$ cat src/rtl/stopwatch_timer.sv
// stopwatch_timer: up-counting stopwatch / down-counting preset timer with lap
// capture, a per-second tick and a completion pulse. Time is kept as binary
// HH:MM:SS for the downstream BCD/display stage.
//
// Ports:
//   clock, reset            rising-edge clock, async active-high reset
//   start_stop, lap         async button levels; each synchronised rising edge
//                           toggles run state / captures the current time
//   clear, load, mode       synchronous controls; mode is latched on start
//   preset_hr/min/sec       load value (clamped to legal ranges)
//   hours/minutes/seconds   current time
//   lap_hr/min/sec, lap_valid  captured time and capture flag
//   running, tick, done     run state, one-cycle second pulse, down-count end
module stopwatch_timer #(
  parameter int TICKS_PER_SEC = 25175000,
  parameter int HOURS_MAX     = 99
) (
  input  logic       clock,
  input  logic       reset,
  input  logic       start_stop,
  input  logic       clear,
  input  logic       load,
  input  logic       mode,
  input  logic [7:0] preset_sec,
  input  logic [7:0] preset_min,
  input  logic [7:0] preset_hr,
  input  logic       lap,
  output logic [7:0] seconds,
  output logic [7:0] minutes,
  output logic [7:0] hours,
  output logic [7:0] lap_sec,
  output logic [7:0] lap_min,
  output logic [7:0] lap_hr,
  output logic       lap_valid,
  output logic       running,
  output logic       tick,
  output logic       done
);

  localparam int             PW   = $clog2(TICKS_PER_SEC);
  localparam logic [PW-1:0]  TERM = PW'(TICKS_PER_SEC - 1);
  localparam logic [7:0]     HMAX = 8'(HOURS_MAX);

  logic [PW-1:0] presc;
  logic          mode_q;

  // Button synchronisers and edge detectors
  logic ss_s1, ss_s2, ss_prev, ss_arm;
  logic lp_s1, lp_s2, lp_prev, lp_arm;
  logic live;
  logic ss_edge, lp_edge;

  // An edge only counts once the synchronised input has been seen low after
  // reset, so a button held through reset does not register as a press.
  // live marks that s1 carries a real sample rather than its reset value.
  assign ss_edge = ss_s2 & ~ss_prev & ss_arm;
  assign lp_edge = lp_s2 & ~lp_prev & lp_arm;

  // Next time value for a one-second step in the latched direction
  logic [7:0] sec_n, min_n, hr_n;
  logic       next_zero, time_zero;

  always_comb begin
    sec_n = seconds;
    min_n = minutes;
    hr_n  = hours;
    if (!mode_q) begin
      if (seconds == 8'd59) begin
        sec_n = 8'd0;
        if (minutes == 8'd59) begin
          min_n = 8'd0;
          hr_n  = (hours == HMAX) ? 8'd0 : hours + 8'd1;
        end else begin
          min_n = minutes + 8'd1;
        end
      end else begin
        sec_n = seconds + 8'd1;
      end
    end else begin
      if (seconds == 8'd0) begin
        sec_n = 8'd59;
        if (minutes == 8'd0) begin
          min_n = 8'd59;
          hr_n  = hours - 8'd1;
        end else begin
          min_n = minutes - 8'd1;
        end
      end else begin
        sec_n = seconds - 8'd1;
      end
    end
  end

  assign next_zero = (sec_n == 8'd0) && (min_n == 8'd0) && (hr_n == 8'd0);
  assign time_zero = (seconds == 8'd0) && (minutes == 8'd0) && (hours == 8'd0);

  // Clamped preset
  logic [7:0] sec_ld, min_ld, hr_ld;
  assign sec_ld = (preset_sec > 8'd59) ? 8'd59 : preset_sec;
  assign min_ld = (preset_min > 8'd59) ? 8'd59 : preset_min;
  assign hr_ld  = (preset_hr  > HMAX)  ? HMAX  : preset_hr;

  always_ff @(posedge clock or posedge reset) begin
    if (reset) begin
      ss_s1     <= 1'b0;
      ss_s2     <= 1'b0;
      ss_prev   <= 1'b0;
      ss_arm    <= 1'b0;
      lp_s1     <= 1'b0;
      lp_s2     <= 1'b0;
      lp_prev   <= 1'b0;
      lp_arm    <= 1'b0;
      live      <= 1'b0;
      presc     <= '0;
      mode_q    <= 1'b0;
      seconds   <= 8'd0;
      minutes   <= 8'd0;
      hours     <= 8'd0;
      lap_sec   <= 8'd0;
      lap_min   <= 8'd0;
      lap_hr    <= 8'd0;
      lap_valid <= 1'b0;
      running   <= 1'b0;
      tick      <= 1'b0;
      done      <= 1'b0;
    end else begin
      ss_s1   <= start_stop;
      ss_s2   <= ss_s1;
      ss_prev <= ss_s2;
      ss_arm  <= ss_arm | (live & ~ss_s1);
      lp_s1   <= lap;
      lp_s2   <= lp_s1;
      lp_prev <= lp_s2;
      lp_arm  <= lp_arm | (live & ~lp_s1);
      live    <= 1'b1;

      tick <= 1'b0;
      done <= 1'b0;

      if (clear) begin
        seconds   <= 8'd0;
        minutes   <= 8'd0;
        hours     <= 8'd0;
        presc     <= '0;
        running   <= 1'b0;
        lap_sec   <= 8'd0;
        lap_min   <= 8'd0;
        lap_hr    <= 8'd0;
        lap_valid <= 1'b0;
      end else begin
        // Lap sees the time as registered, ahead of any same-cycle tick
        if (lp_edge) begin
          lap_sec   <= seconds;
          lap_min   <= minutes;
          lap_hr    <= hours;
          lap_valid <= 1'b1;
        end

        if (load && !running) begin
          seconds <= sec_ld;
          minutes <= min_ld;
          hours   <= hr_ld;
          presc   <= '0;
        end else if (ss_edge) begin
          // Prescaler holds across stop/start so a resume finishes the
          // partial second; a stop on terminal count suppresses that tick.
          if (running) begin
            running <= 1'b0;
          end else if (!(mode && time_zero)) begin
            running <= 1'b1;
            mode_q  <= mode;
          end
        end else if (running) begin
          if (presc == TERM) begin
            presc   <= '0;
            seconds <= sec_n;
            minutes <= min_n;
            hours   <= hr_n;
            tick    <= 1'b1;
            if (mode_q && next_zero) begin
              running <= 1'b0;
              done    <= 1'b1;
            end
          end else begin
            presc <= presc + PW'(1);
          end
        end
      end
    end
  end

endmodule

$ cat config.mk
export PLATFORM = sky130hd
export DESIGN_NAME = stopwatch_timer
export DESIGN_NICKNAME = d
export VERILOG_FILES = /design/src/rtl/stopwatch_timer.sv
export SDC_FILE = /design/constraint.sdc
export NUM_CORES = 1
export LEC_CHECK = 0
export ABC_AREA = 1
export ABC_CLOCK_PERIOD_IN_PS = 2500
export BUFFER_PORTS_ARGS = -buffer_cell sky130_fd_sc_hd__buf_2
export CELL_PAD_IN_SITES_DETAIL_PLACEMENT = 1
export CELL_PAD_IN_SITES_GLOBAL_PLACEMENT = 2
export CORE_MARGIN = 3
export CORE_UTILIZATION = 29
export CTS_CLUSTER_SIZE = 20
export DETAILED_ROUTE_END_ITERATION = 7
export GPL_TIMING_DRIVEN = 0
export PLACE_DENSITY = 0.75
export SLEW_MARGIN = 25
export SYNTH_ARGS = -nofsm -noshare
export SYNTH_HDL_FRONTEND = slang
export SYNTH_SLANG_ARGS = --single-unit
$ cat constraint.sdc
create_clock -name clock -period 2.5 [get_ports clock]
set_input_delay 0.125 -clock clock [delete_from_list [all_inputs] [get_ports clock]]
set_output_delay 0.125 -clock clock [all_outputs]
set_load 0.01 [all_outputs]
# After elaboration in Yosys (flattened, before gate mapping)

Cells that the tools add are included.

$add $sub $neg: 7
Multipliers: 0
Div/mod/pow operators: 0
$lt $le $gt $ge: 3
Eq/ne operators: 6
Shifts and indexed selects: 0
Mux-type cells: 64
Bitwise logic cells: 16
Reduce and logical (&&, ||, !) cells: 20

Operators by type and width:

| cell                                                           | count |
|---|---|
| 2-to-1 mux 8 bit                                               | 38 |
| 2-to-1 mux 25 bit                                              | 5 |
| zero test 8 bit                                                | 6 |
| adder 25 x 1 -> 25 bit (second input constant)                 | 1 |
| == test 25 bit (second input constant)                         | 1 |
| adder 8 x 1 -> 8 bit (second input constant)                   | 3 |
| subtractor 8 x 1 -> 8 bit (second input constant)              | 3 |
| 2-to-1 mux 1 bit                                               | 21 |
| == test 8 x 6 -> 1 bit (second input constant)                 | 2 |
| greater-than comparator 8 x 6 -> 1 bit (second input constant) | 2 |
| == test 8 x 7 -> 1 bit (second input constant)                 | 1 |
| greater-than comparator 8 x 7 -> 1 bit (second input constant) | 1 |
| NOT 1 bit                                                      | 8 |
| logical AND 1 bit                                              | 7 |
| AND 1 bit                                                      | 6 |
| nonzero test 3 bit                                             | 2 |
| AND reduction 5 bit                                            | 1 |
| != test 3 x 2 -> 1 bit (second input constant)                 | 1 |
| AND reduction 3 bit                                            | 1 |
| != test 2 bit (second input constant)                          | 1 |
| OR 1 bit                                                       | 2 |
| AND reduction 2 bit                                            | 1 |
| nonzero test 2 bit                                             | 1 |
| zero test 1 bit                                                | 1 |

Bits in registers: 87
Bits in latches: 0
Bits in writable memories: 0
Bits in read-only memories: 0
Output and inout port bits: 52
Memories: 0

# Longest topological paths before layout

Gate-level depths: netlist of run 1.

Depth in word-level cells: 14
Gate-level depth with buffers: 17
Depth with buffers taken out: 17

# Worst setup path after synthesis of run 1

OpenSTA, ideal clock, no wires.

Path type: register to register
Start: register seconds[1]
End: register running
Setup time: 139 ps
Arrival: 1883 ps
Setup slack: 478 ps
Cell stages (with the launch flop): 17
Buffers on the path: 0
Clock period less this slack: 2022 ps
Cell sequence: dfrtp_1 > ha_1 > nand2_1 > nor2_1 > nand2_2 > nor2_2 > nand2_1 > o21ai_1 > nand2_1 > nand2_1 > nand2_1 > inv_2 > nand2_1 > nor2_1 > nand2_1 > nand2_1 > nand2_1

Longest elaborated chain between the ends: 13
Elaborated cells between the ends (all ways): 30

Ends and longest elaborated chain:

| item                                               | RTL line | text |
|---|---|---|
| start: declaration                                 | 28       | `output logic [7:0] seconds,` |
| start signal: assignment                           | 160      | `seconds <= sec_ld;` |
| start signal: assignment                           | 176      | `seconds <= sec_n;` |
| adder 8 x 1 -> 8 bit, or another cell as far along | 77       | `sec_n = seconds + 8'd1;` |
| 2-to-1 mux 8 bit (on tied branches)                | 68, 80   |  |
| 2-to-1 mux 8 bit                                   | 67       | `if (!mode_q) begin` |
| zero test 8 bit                                    | 94       | `assign next_zero = (sec_n == 8'd0) && (min_n == 8'd0) && (hr_n == 8'd0);` |
| logical AND 1 bit (2 in a row)                     | 94       |  |
| logical AND 1 bit                                  | 180      | `if (mode_q && next_zero) begin` |
| 2-to-1 mux 1 bit                                   | 180      |  |
| 2-to-1 mux 1 bit                                   | 174      | `if (presc == TERM) begin` |
| 2-to-1 mux 1 bit                                   | 173      | `end else if (running) begin` |
| 2-to-1 mux 1 bit (*)                               | 164      | `end else if (ss_edge) begin` |
| 2-to-1 mux 1 bit (*)                               | 159      | `if (load && !running) begin` |
| 2-to-1 mux 1 bit (*)                               | 140      | `if (clear) begin` |
| end signal: assignment                             | 145      | `running <= 1'b0;` |
| end signal: assignment                             | 168      | `running <= 1'b0;` |
| end signal: assignment                             | 170      | `running <= 1'b1;` |
| end: declaration                                   | 35       | `output logic running,` |

Mark *: on every way between the ends. The rest lies on a longest branch, timed or not. The select of a mux whose other input is x is not followed.
A chain may end at the register's enable or synchronous reset.

# Final worst setup path of run 1

Start: register seconds[0]
End: register running

The elaborated chain is that of the path after synthesis.

==> results.txt, run 1 <==
Internal cell power - 2.768 mW
DIE HEIGHT - 143.3 um
DPL Wire Length - 15,950 um
Switching power - 1.776 mW
Worst hold-check path type - primary input to flip-flop
Main area contributors after synthesis - dfrtp_1 (40%), nand2_1 (12%), inv_1 (7.0%)
Ant. Diodes - 0
Register area share after synthesis - 39.80%
Worst-path clk slew - 70 ps
Cell Count Post-Placement - 1,083
Worst hold path depth - 3
Least-Margin Pin Slew - 915.9 ps
Worst setup EP type - flip-flop
Hold Startpoint - preset_hr[0]
Max clock buf depth - 2
Clock period minus worst slack - 2472 ps
Final ANT Viol Nets - 0
Multi-input gate area - 2860 sq um
DR iter-0 viols - 355
Vias per Instance - 5.190
Placeable Area - 18,270 sq um
CTS buffer count - 9
Static leakage - 3.150 nW
Fmax - 404.6 MHz
Synth Cell Area - 5470 sq um
Arr. time, crit path - 2690 ps
Status - completed
Routed length per instance - 19.31 um
Final clock skew - 3.965 ps
Initial Utilization - 29.94%
I/O pin cnt - 83
Chip width - 143.3 um
Net Sw Frac - 39.08%
Vias post-DR - 5,771
FP Rows - 49
Clk pwr share - 31.4%
Cells after synthesis - 771
Crit path from - seconds[0]
Tcrit/Tclk final - 98.87%
Critical path's largest stage delay - 440 ps
Syn. warnings - 0
Compound-cell area share of the yosys netlist - 13.45%
Fin. Hold Viols - 0
Total GRT Usage - 21.08%
Synthesized flop and latch total - 87
# setup viols final - 0
Synth Area in XOR/XNOR - 1.601%
MaxCap Viol Count - 0
Initial antenna violation count - 0
First-pass GRT wire length - 33,510 um
Synthesis-to-layout area growth - 23.38%
Worst VDD drop - 0.3877 mV
DRT Wirelength - 21,470 um
Mux cell area share after synthesis - 0%
Critical path fanouts, max - 10
Unrepaired setup endpoints after global routing - true
Vias in the first global route - 6,001
Req. time, crit path - 2720 ps
Cell count of the worst reg-to-reg path - 15
Netlist cell types - 38
Most frequent CP cell - nand2_1
Slowest-stage cell, CP - dfrtp_2
PD cells - 673.3 nW/um^2
GR Overflow Total - 0
Util after Layout - 36.94%
Top-area cell type share of the netlist area - 39.80%
Clock sinks - 87
Register area - 2183 sq um
Critical-path cell list - clkinv_4, ha_1, nand2_2, nor2_8, buf_8, o21ai_0, nand2_1, nor2_1, nand2_1, nor2_2, nand3_1, nor2_2, nand2_2, nand2_1, nand2_1
CTS tree - done
Drt pass-1 iters - 4
Largest net degree at the start of global routing - 66
CP Launch Type - flip-flop
H-tree levels - 3
Setup CP Type - flip-flop to flip-flop
Gate power share - 32.1%
Share of power burned in registers - 36.5%
Slew headroom - 38.94%
Fillers - 2,316
Post-Synth Simple-Gate Area - 32.91%
Port Buf Inserts - 82
Total negative slack - 0 ps
Worst R2R Start - seconds[0]
Synth Area in Adders - 2.287%
Clk_lat worst skew - 350 ps
Die ar. - 20,550 sq um
# DRC - 0
Routability cong. - 0.8793
Cell taking the most area after synthesis - dfrtp_1
Synthesized area per cell - 7.095 sq um
Largest family of logic cells by synthesized area - simple AND/OR/NAND/NOR gates
Mapped Nets - 812
Post-layout nets - 919
Max Slew Vio Count - 0
Share of cells above drive strength 1 - 20.84%
Cell Count, Final, Fillers Out - 1,112
Clk root buf - clkbuf_16
-- power by group through the flow --
stage / Clock (mW) / Sequential, mW / Combinational (mW)
floorplan: 0 / 1.68 / 0.808
detailed placement: 0 / 1.66 / 1.35
finish: 1.43 / 1.66 / 1.46
CTS: 1.46 / 1.64 / 1.40
global route: 1.52 / 1.68 / 1.61
global placement: 0 / 1.66 / 1.32
-- stage by stage --
stage	hold slack (ps)	cell area (sq um)	worst slack, ps	total power [mW]
floorplan	156.4	5470	124.8	2.485
global placement	236.6	6167	-1170	2.983
detailed placement	88.13	6200	-371.5	3.015
CTS	46.70	6618	-7.860	4.491
global route	85.57	6749	-69.19	4.803
finish	56.39	6749	28.17	4.544
-- kinds of logic (layout without fill, tap and decap cells) --
kind of cell,Yosys count,in the layout
compound gates,124,124
xor+xnor,10,10
simple gates,406,406
flops,87,87
fa+ha+maj,10,10
other cells,1,1
buf+inv,133,245
-- layout make-up --
| class | instances | area share (%) |
|---|---|---|
| Buffer | 22 | 2.169 |
| Sequential cell | 87 | 32.35 |
| Inverter | 110 | 6.303 |
| Tap cell | 229 | 4.245 |
| Timing Repair Buffer | 97 | 8.157 |
| Clock inverter | 6 | 1.001 |
| Multi-Input combinational cell | 551 | 42.38 |
| Clock buffer | 10 | 3.393 |
-- cell usage in the layout (no fill, tap or decap), drive strengths merged, types with 2 or more instances in the layout --
master and n:
a211oi 3, a21oi 19, a31oi 8, buf 102, clkbuf 24, clkinv 4, clkinvlp 2, dfrtp 87
dlygate4sd3 3, ha 10, inv 109, nand2 180, nand3 74, nand3b 4, nand4 21, nor2 106
nor3 19, o211ai 5, o21a 2, o21ai 46, o21bai 3, o221ai 7, o22ai 27, o31ai 2
xnor2 3, xor2 7
-- timing repair --
| item | CTS | global route |
|---|---|---|
| hold endpoints to repair | 24 | 0 |
| pin swaps | 3 | 8 |
| endpoints found under the setup margin | 7 | 25 |
| resized for setup | 17 | 42 |
| buffers inserted | 7 | 4 |
| hold buffers | 3 | 0 |
-- cells in the mapped netlist (all sizes together) --
cell	instances
o221ai	7
o22ai	27
nor2	106
a221oi	1
xor2	7
buf	9
a31oi	8
o21a	2
o31ai	2
conb	1
nand3b	4
and3	1
clkinv	2
o211ai	5
ha	10
nand3	74
clkbuf	14
a21oi	19
nor3	19
o21ai	46
nand4	21
dfrtp	87
inv	108
a211oi	3
o21bai	3
o311ai	1
nor4	1
xnor2	3
nand2	180
-- critical path: cells and delay by family (launching register included) --
family                   cells  cell delay (ps)
adder cells (fa/ha/maj)      1              230
flip-flops                   1              440
buffers and inverters        2              280
AO/OA/AOI/OAI                1              200
AND/OR/NAND/NOR             11             1170
-- state kept, by name (all words and copies together) (netlist names), 8 cells and up --
| register | flops |
|---|---|
| lap_hr | 8 |
| hours | 8 |
| lap_sec | 8 |
| lap_min | 8 |
| presc | 25 |
| minutes | 8 |
| seconds | 8 |
-- layer usage --
layer / share of wire [%] / GRT usage, % / routed length [um] / vias up
met5: 0 / 0 / 0 / -
met3: 3.3 / 2.097 / 700 / 16
met2: 48 / 35.86 / 10340 / 122
li1: - / - / - / 2755
met4: 1.4 / 5.451 / 299 / 0
met1: 47 / 28.87 / 10130 / 2878
-- worst paths after layout --
kind / endpoint / slack, ps
min reg2reg: lp_prev / 380
min: hours[0] / 60
max reg2reg: running / 30
min in group asynchronous: lp_s2 / 260
max in group asynchronous: minutes[1] / 1630
max: running / 30
Note: power is estimated with default switching activity, not from simulation.
==> run 2: changes to the inputs <==
--- a/config.mk
+++ b/config.mk
@@ -5,13 +5,12 @@
 export SDC_FILE = /design/constraint.sdc
 export NUM_CORES = 1
 export LEC_CHECK = 0
-export ABC_AREA = 1
 export ABC_CLOCK_PERIOD_IN_PS = 2500
 export BUFFER_PORTS_ARGS = -buffer_cell sky130_fd_sc_hd__buf_2
 export CELL_PAD_IN_SITES_DETAIL_PLACEMENT = 1
 export CELL_PAD_IN_SITES_GLOBAL_PLACEMENT = 2
 export CORE_MARGIN = 3
-export CORE_UTILIZATION = 29
+export CORE_UTILIZATION = 31
 export CTS_CLUSTER_SIZE = 20
 export DETAILED_ROUTE_END_ITERATION = 7
 export GPL_TIMING_DRIVEN = 0
==> run 2 against run 1 <==
Against the previous run: critical endpoint is now done; global-route usage grew 1.2 points; clock power down 8%; largest power group unchanged; sequential power is 4% lower; the flow now finishes with violations (negative setup slack); combinational power rose by 7%.
==> results.txt, run 2 <==
Tcrit/Tclk final - 124.2% (was 98.87%)
Worst setup EP type - flip-flop (unchanged)
Cell count of the worst reg-to-reg path - 11 (was 15)
# setup viols final - 4 (was 0)
Most common cell after layout, fill and taps aside - buf_2 (was nand2_1)
Setup CP Type - flip-flop to flip-flop (unchanged)
Critical path fanouts, max - 4 (was 10)
H-tree levels - 3 (unchanged)
Least-Margin Pin Slew - 714.7 ps (was 915.9 ps)
Internal cell power - 2.851 mW (was 2.768 mW)
CTS buffer count - 9 (unchanged)
Cells after synthesis - 596 (was 771)
Failing checks - negative setup slack
Chip width - 136.6 um (was 143.3 um)
Status - finished with violations (was completed)
# DRC - 0 (unchanged)
Netlist cell types - 69 (was 38)
Largest register FFs - 25 (unchanged)
R2R Setup Slk - -600 ps (was 30 ps)
Asr flop ratio synth - 100.0% (unchanged)
Max Slew Vio Count - 0 (unchanged)
Share of power burned in registers - 35.7% (was 36.5%)
Routability cong. - 0.9037 (was 0.8793)
Clk_lat worst skew - 360 ps (was 350 ps)
DPL Wire Length - 14,510 um (was 15,950 um)
Pwr Total - 4.479 mW (was 4.544 mW)
Crit path buffers/inverters - 2 (unchanged)
Arr. time, crit path - 3390 ps (was 2690 ps)
Syn. warnings - 0 (unchanged)
I/O pin cnt - 83 (unchanged)
Worst VDD drop - 0.3519 mV (was 0.3877 mV)
Register area - 2191 sq um (was 2183 sq um)
PD cells - 630.4 nW/um^2 (was 673.3 nW/um^2)
Fmax - 322.2 MHz (was 404.6 MHz)
FP Rows - 47 (was 49)
Placeable Area - 16,640 sq um (was 18,270 sq um)
Synthesis-to-layout area growth - 34.42% (was 23.38%)
Crit path max-delay family - simple AND/OR/NAND/NOR gates (unchanged)
Drt pass-1 iters - 5 (was 4)
Final clock skew - 13.05 ps (was 3.965 ps)
DRT Wirelength - 20,580 um (was 21,470 um)
Most frequent CP cell - nor4_4 (was nand2_1)
Vias in the first global route - 5,610 (was 6,001)
GR Overflow Total - 0 (unchanged)
Most frequent cells after synthesis - dfrtp_1 (87), nand2_1 (62), nor2_1 (55) (was nand2_1 (173), inv_1 (102), nor2_1 (96))
Worst hold-check path type - primary input to flip-flop (unchanged)
DIE HEIGHT - 136.6 um (was 143.3 um)
Top reg by flops - presc (unchanged)
Worst reg2reg endpoint - done (was running)
Worst-path clk slew - 70 ps (about the same)
Clk pwr share - 29.5% (was 31.4%)
Clock sinks - 87 (unchanged)
Routed length per instance - 21.49 um (was 19.31 um)
Register area share after synthesis - 41.19% (was 39.80%)
Main area contributors after synthesis - dfrtp_1 (41%), nand2_1 (4.4%), a22o_1 (4.1%) (was dfrtp_1 (40%), nand2_1 (12%), inv_1 (7.0%))
Max clock buf depth - 2 (unchanged)
Share of cells above drive strength 1 - 32.11% (was 20.84%)
Util after Layout - 42.69% (was 36.94%)
Cell taking the most area after synthesis - dfrtp_1 (unchanged)
Crit path depth - 11 (was 15)
Top-area cell type share of the netlist area - 41.19% (was 39.80%)
Total GRT Usage - 22.29% (was 21.08%)
Unrepaired setup endpoints after global routing - true (unchanged)
Multi-input gate area - 3197 sq um (was 2860 sq um)
Initial antenna violation count - 0 (unchanged)
Synthesized area per cell - 8.868 sq um (was 7.095 sq um)
MaxCap Viol Count - 0 (unchanged)
Most frequent cells in the layout - buf_2 (90), dfrtp_1 (76), nand2_1 (61) (was nand2_1 (167), inv_1 (96), nor2_1 (84))
Slowest-stage cell, CP - dfrtp_1 (was dfrtp_2)
DR iter-0 viols - 292 (was 355)
Slew headroom - 52.35% (was 38.94%)
Pre-CTS WS - -1267 ps (was -371.5 ps)
Fin. Hold Viols - 0 (unchanged)
Net Sw Frac - 36.35% (was 39.08%)
Final ANT Viol Nets - 0 (unchanged)
Critical-path cell list - clkbuf_8, inv_6, ha_4, nor3b_4, nand4_1, o32a_1, xnor2_2, nor4_4, nand4b_1, nor4_4, nor2b_4 (was clkinv_4, ha_1, nand2_2, nor2_8, buf_8, o21ai_0, nand2_1, nor2_1, nand2_1, nor2_2, nand3_1, nor2_2, nand2_2, nand2_1, nand2_1)
Synthesized flop and latch total - 87 (unchanged)
Critical path's largest stage delay - 410 ps (was 440 ps)
Worst R2R Start - seconds[0] (unchanged)
Critical Path End - done (was running)
Clk root buf - clkbuf_16 (unchanged)
EDFF count, synth - 0 (unchanged)
Initial Utilization - 31.76% (was 29.94%)
Ant. Diodes - 0 (unchanged)
Switching power - 1.628 mW (was 1.776 mW)
Vias post-DR - 5,310 (was 5,771)
Synth Flop Type - dfrtp_1 (unchanged)
Clock period minus worst slack - 3104 ps (was 2472 ps)
Post-layout nets - 774 (was 919)
Port Buf Inserts - 82 (unchanged)
Minimum hold slack - 17.63 ps (was 56.39 ps)
Die ar. - 18,650 sq um (was 20,550 sq um)
Fillers - 1,936 (was 2,316)
Gate power share - 34.8% (was 32.1%)
CTS tree - done (unchanged)
Largest net degree at the start of global routing - 31 (was 66)
First-pass GRT wire length - 31,670 um (was 33,510 um)
Static leakage - 3.112 nW (was 3.150 nW)
Vias per Instance - 5.543 (was 5.190)
Req. time, crit path - 2790 ps (was 2720 ps)
Mapped Nets - 637 (was 812)
Synth Cell Area - 5285 sq um (was 5470 sq um)
PnR worst setup slack - -604.0 ps (was 28.17 ps)
Count leader, synth - dfrtp_1 (was nand2_1)
CP Launch Type - flip-flop (unchanged)
Crit path from - seconds[0] (unchanged)
run 2: worst min-delay path, cell delays in order:
cell     delay [ps]
buf_2            90
nand2_1          50
nand3_1          70
run 2: how the worst min path moves through the flow:
stage | end | slack (ps) | depth (start not counted) | startpoint
final | hours[2] | 20 | 3 | preset_hr[2]
after global routing | minutes[1] | 30 | 3 | preset_min[1]
after CTS | minutes[1] | 10 | 3 | preset_min[1]
after detailed placement | hours[3] | 180 | 3 | reset
after global placement | ss_s1 | 230 | 1 | start_stop
after floorplan | lp_s1 | 160 | 0 | lap
run 2: area by class of cell:
cell class	count	area share (%)
Sequential cell	87	30.84
Clock inverter	6	0.6340
Clock buffer	10	3.364
Tap cell	220	3.875
Inverter	19	1.127
Multi-Input combinational cell	449	45.00
Timing Repair Buffer	129	11.78
Buffer	38	3.381
run 2: per-layer routing:
metal / global-route usage (%) / vias to the layer above / wire (um)
met1: 29.49 / 2694 / 9177
met4: 8.903 / 0 / 478
met3: 3.346 / 31 / 833
li1: - / 2464 / -
met5: 0 / - / 0
met2: 36.58 / 121 / 10100
run 2: cells by family after synthesis:
logic type / share of synthesized area (%)
AND/OR/NAND/NOR: 26.54
XOR/XNOR: 4.474
adder cells (fa/ha/maj): 2.367
buffers and inverters: 4.687
multiplexers: 1.728
flip-flops: 41.19
other: 0.07095
AO/OA/AOI/OAI: 18.94
run 2: power groups by stage:
stage | logic, mW | clock network (mW) | registers [mW]
after floorplan | 0.746 | 0 | 1.63
after global placement | 1.17 | 0 | 1.62
after detailed placement | 1.20 | 0 | 1.62
after CTS | 1.43 | 1.36 | 1.60
after global routing | 1.68 | 1.41 | 1.61
final | 1.56 | 1.32 | 1.60
run 2: timing repair:
action | 4_1_cts | 5_1_grt
pin swaps | 19 | 14
endpoints found under the hold margin | 31 | 0
setup buffers | 29 | 12
gates cloned | 0 | 0
gates resized for setup | 59 | 47
setup endpoints to repair | 48 | 44
hold buffers | 3 | 0
run 2: metrics by stage:
stage	setup TNS (ps)	instances	instance area (sq um)
3_3_place_gp	-27240	898	6040
4_1_cts	-2780	946	6850
2_1_floorplan	-85.74	596	5354
5_1_grt	-2313	958	7104
3_5_place_dp	-30930	901	6100
6_report	-1163	958	7104
==> run 3: changes to the inputs <==
--- a/config.mk
+++ b/config.mk
@@ -5,16 +5,16 @@
 export SDC_FILE = /design/constraint.sdc
 export NUM_CORES = 1
 export LEC_CHECK = 0
-export ABC_CLOCK_PERIOD_IN_PS = 2500
+export ABC_CLOCK_PERIOD_IN_PS = 3500
 export BUFFER_PORTS_ARGS = -buffer_cell sky130_fd_sc_hd__buf_2
 export CELL_PAD_IN_SITES_DETAIL_PLACEMENT = 1
 export CELL_PAD_IN_SITES_GLOBAL_PLACEMENT = 2
 export CORE_MARGIN = 3
-export CORE_UTILIZATION = 31
+export CORE_UTILIZATION = 35
 export CTS_CLUSTER_SIZE = 20
 export DETAILED_ROUTE_END_ITERATION = 7
 export GPL_TIMING_DRIVEN = 0
-export PLACE_DENSITY = 0.75
+export PLACE_DENSITY = 0.8
 export SLEW_MARGIN = 25
 export SYNTH_ARGS = -nofsm -noshare
 export SYNTH_HDL_FRONTEND = slang
==> constraint.sdc (replaced) <==
create_clock -name clock -period 3.5 [get_ports clock]
set_input_delay 0.175 -clock clock [delete_from_list [all_inputs] [get_ports clock]]
set_output_delay 0.175 -clock clock [all_outputs]
set_load 0.01 [all_outputs]
==> run 3 against run 2 <==
Against the previous run: the run now ends clean; clock power down 25%; first-iteration DRC count up 4.5%; sequential cell count unchanged; final cell count fell by 7.4%; highest routed layer unchanged.
==> results.txt, run 3 (synthesized netlist as in run 2, its figures left out) <==
Max Slew Vio Count - 0 (unchanged)
Share of cells above drive strength 1 - 20.06% (was 32.11%)
Worst Hold Path EP - seconds[2] (was hours[2])
Status - completed (was finished with violations)
Placeable Area - 14,640 sq um (was 16,640 sq um)
Clk root buf - clkbuf_16 (unchanged)
Fmax - 294.2 MHz (was 322.2 MHz)
Vias post-DR - 5,182 (was 5,310)
Pwr Total - 3.011 mW (was 4.479 mW)
Largest register FFs - 25 (unchanged)
CTS buffer count - 9 (unchanged)
Final clock skew - 10.18 ps (was 13.05 ps)
Final ANT Viol Nets - 0 (unchanged)
Worst reg2reg endpoint - done (unchanged)
Internal cell power - 1.933 mW (was 2.851 mW)
Worst hold path depth - 3 (unchanged)
Die ar. - 16,610 sq um (was 18,650 sq um)
Fin. Hold Viols - 0 (unchanged)
Vias per Instance - 5.842 (was 5.543)
Initial Utilization - 36.09% (was 31.76%)
Cell Count Post-Placement - 863 (was 901)
Total negative slack - 0 ps (was -1163 ps)
Cell count of the worst reg-to-reg path - 8 (was 11)
MaxCap Viol Count - 0 (unchanged)
# DRC - 0 (unchanged)
Chip width - 128.9 um (was 136.6 um)
First-pass GRT wire length - 30,660 um (was 31,670 um)
Cell Count, Final, Fillers Out - 887 (was 958)
Slew headroom - 36.10% (was 52.35%)
DIE HEIGHT - 128.9 um (was 136.6 um)
Net Sw Frac - 35.79% (was 36.35%)
Worst setup EP type - flip-flop (unchanged)
Switching power - 1.078 mW (was 1.628 mW)
Max clock buf depth - 2 (unchanged)
Fillers - 1,738 (was 1,936)
Most common cell after layout, fill and taps aside - buf_2 (unchanged)
Post-layout nets - 740 (was 774)
Share of power burned in registers - 37.7% (was 35.7%)
Ant. Diodes - 0 (unchanged)
H-tree levels - 3 (unchanged)
FP Rows - 44 (was 47)
Total GRT Usage - 23.76% (was 22.29%)
Worst hold-check path type - primary input to flip-flop (unchanged)
Static leakage - 2.784 nW (was 3.112 nW)
# setup viols final - 0 (was 4)
Clock period minus worst slack - 3400 ps (was 3104 ps)
Least-Margin Pin Slew - 952.8 ps (was 714.7 ps)
Initial antenna violation count - 0 (unchanged)
Hold Startpoint - preset_sec[2] (was preset_hr[2])
DRT Wirelength - 19,210 um (was 20,580 um)
Port Buf Inserts - 82 (unchanged)
Synthesis-to-layout area growth - 20.83% (was 34.42%)
Req. time, crit path - 3780 ps (was 2790 ps)
GR Overflow Total - 0 (unchanged)
CP Launch Type - flip-flop (unchanged)
CTS tree - done (unchanged)
Arr. time, crit path - 3680 ps (was 3390 ps)
Vias in the first global route - 5,414 (was 5,610)
Worst R2R Start - seconds[2] (was seconds[0])
PD cells - 471.4 nW/um^2 (was 630.4 nW/um^2)
Pre-CTS WS - -719.2 ps (was -1267 ps)
Routed length per instance - 21.65 um (was 21.49 um)
Clk pwr share - 32.9% (was 29.5%)
Worst-path clk slew - 70 ps (about the same)
Critical path fanouts, max - 7 (was 4)
Setup CP Type - flip-flop to flip-flop (unchanged)
Drt pass-1 iters - 4 (was 5)
PnR worst setup slack - 100.5 ps (was -604.0 ps)
Clk_lat worst skew - 350 ps (was 360 ps)
Gate power share - 29.4% (was 34.8%)
Tcrit/Tclk final - 97.13% (was 124.2%)
Top reg by flops - presc (unchanged)
Worst VDD drop - 0.2890 mV (was 0.3519 mV)
Routability cong. - 0.8982 (was 0.9037)
Largest net degree at the start of global routing - 57 (was 31)
I/O pin cnt - 83 (unchanged)
DR iter-0 viols - 305 (was 292)
Unrepaired setup endpoints after global routing - false (was true)
R2R Setup Slk - 100 ps (was -600 ps)
Clock sinks - 87 (unchanged)
DPL Wire Length - 14,020 um (was 14,510 um)
Most frequent cells in the layout - buf_2 (92), dfrtp_1 (87), nand2_1 (62) (was buf_2 (90), dfrtp_1 (76), nand2_1 (61))
run 3: changes by cell type in the layout (fill, tap and decap cells not counted), moves of 4 or more:
cell | previous run | this run
nor4_4 | 9 | 3
dfrtp_2 | 11 | 0
clkbuf_1 | 14 | 25
buf_6 | 4 | 0
buf_4 | 40 | 6
dfrtp_1 | 76 | 87
nor2_1 | 48 | 54
buf_12 | 5 | 0
nor4b_1 | 1 | 5
run 3: per-layer routing:
metal	track usage [%]	share of wire, %	up-vias
met4	9.512	2.7	0
met3	3.404	4.1	32
met5	0	0	-
li1	-	-	2396
met1	33.23	47	2609
met2	37.07	46	145
run 3: area by class of cell:
cell class / instances / area (sq um) / area share [%]
buffer: 41 / 181.4 / 2.841
tap: 184 / 230.2 / 3.605
timing repair buffer: 92 / 513.0 / 8.033
inverter: 19 / 76.32 / 1.195
multi-input combinational: 449 / 2913 / 45.61
sequential: 87 / 2177 / 34.09
clock inverter: 6 / 70.07 / 1.097
clock buffer: 9 / 225.2 / 3.527
run 3: timing repair:
item,CTS,global route
hold buffers,3,0
setup buffers,3,3
setup endpoints to repair,12,2
endpoints found under the hold margin,33,0
gates resized for setup,7,10
pin swaps,1,3
run 3: stage by stage:
step | util, % | area, sq um | hold WS [ps]
after detailed placement | 40.69 | 5958 | 182.2
final | 43.61 | 6386 | 83.40
after floorplan | - | 5285 | 206.4
after global placement | 40.46 | 5926 | 283.1
after CTS | 43.29 | 6340 | 64.52
after global routing | 43.61 | 6386 | 82.80
run 3: how the worst max path moves through the flow:
stage / slack, ps / start / end
finish: 100 / seconds[2] / done
global route: 8 / seconds[2] / done
CTS: 10 / seconds[0] / done
detailed placement: -720 / seconds[0] / done
global placement: -700 / seconds[0] / done
floorplan: 730 / seconds[0] / running
run 3: power by group through the flow:
stage / logic, mW / clock network (mW) / registers, mW
after floorplan: 0.506 / 0 / 1.16
final: 0.886 / 0.991 / 1.13
after detailed placement: 0.823 / 0 / 1.15
after global placement: 0.803 / 0 / 1.15
after global routing: 0.966 / 1.06 / 1.14
after CTS: 0.857 / 1.02 / 1.13
run 3: worst max-delay path: stages, from the launching register on:
cell and delay, ps:
dfrtp_1 500, nor4_2 880, nand2_1 130, o32a_1 390
xnor2_1 170, nor4_2 500, nand4b_1 270, nor4_4 250
nor2b_4 230
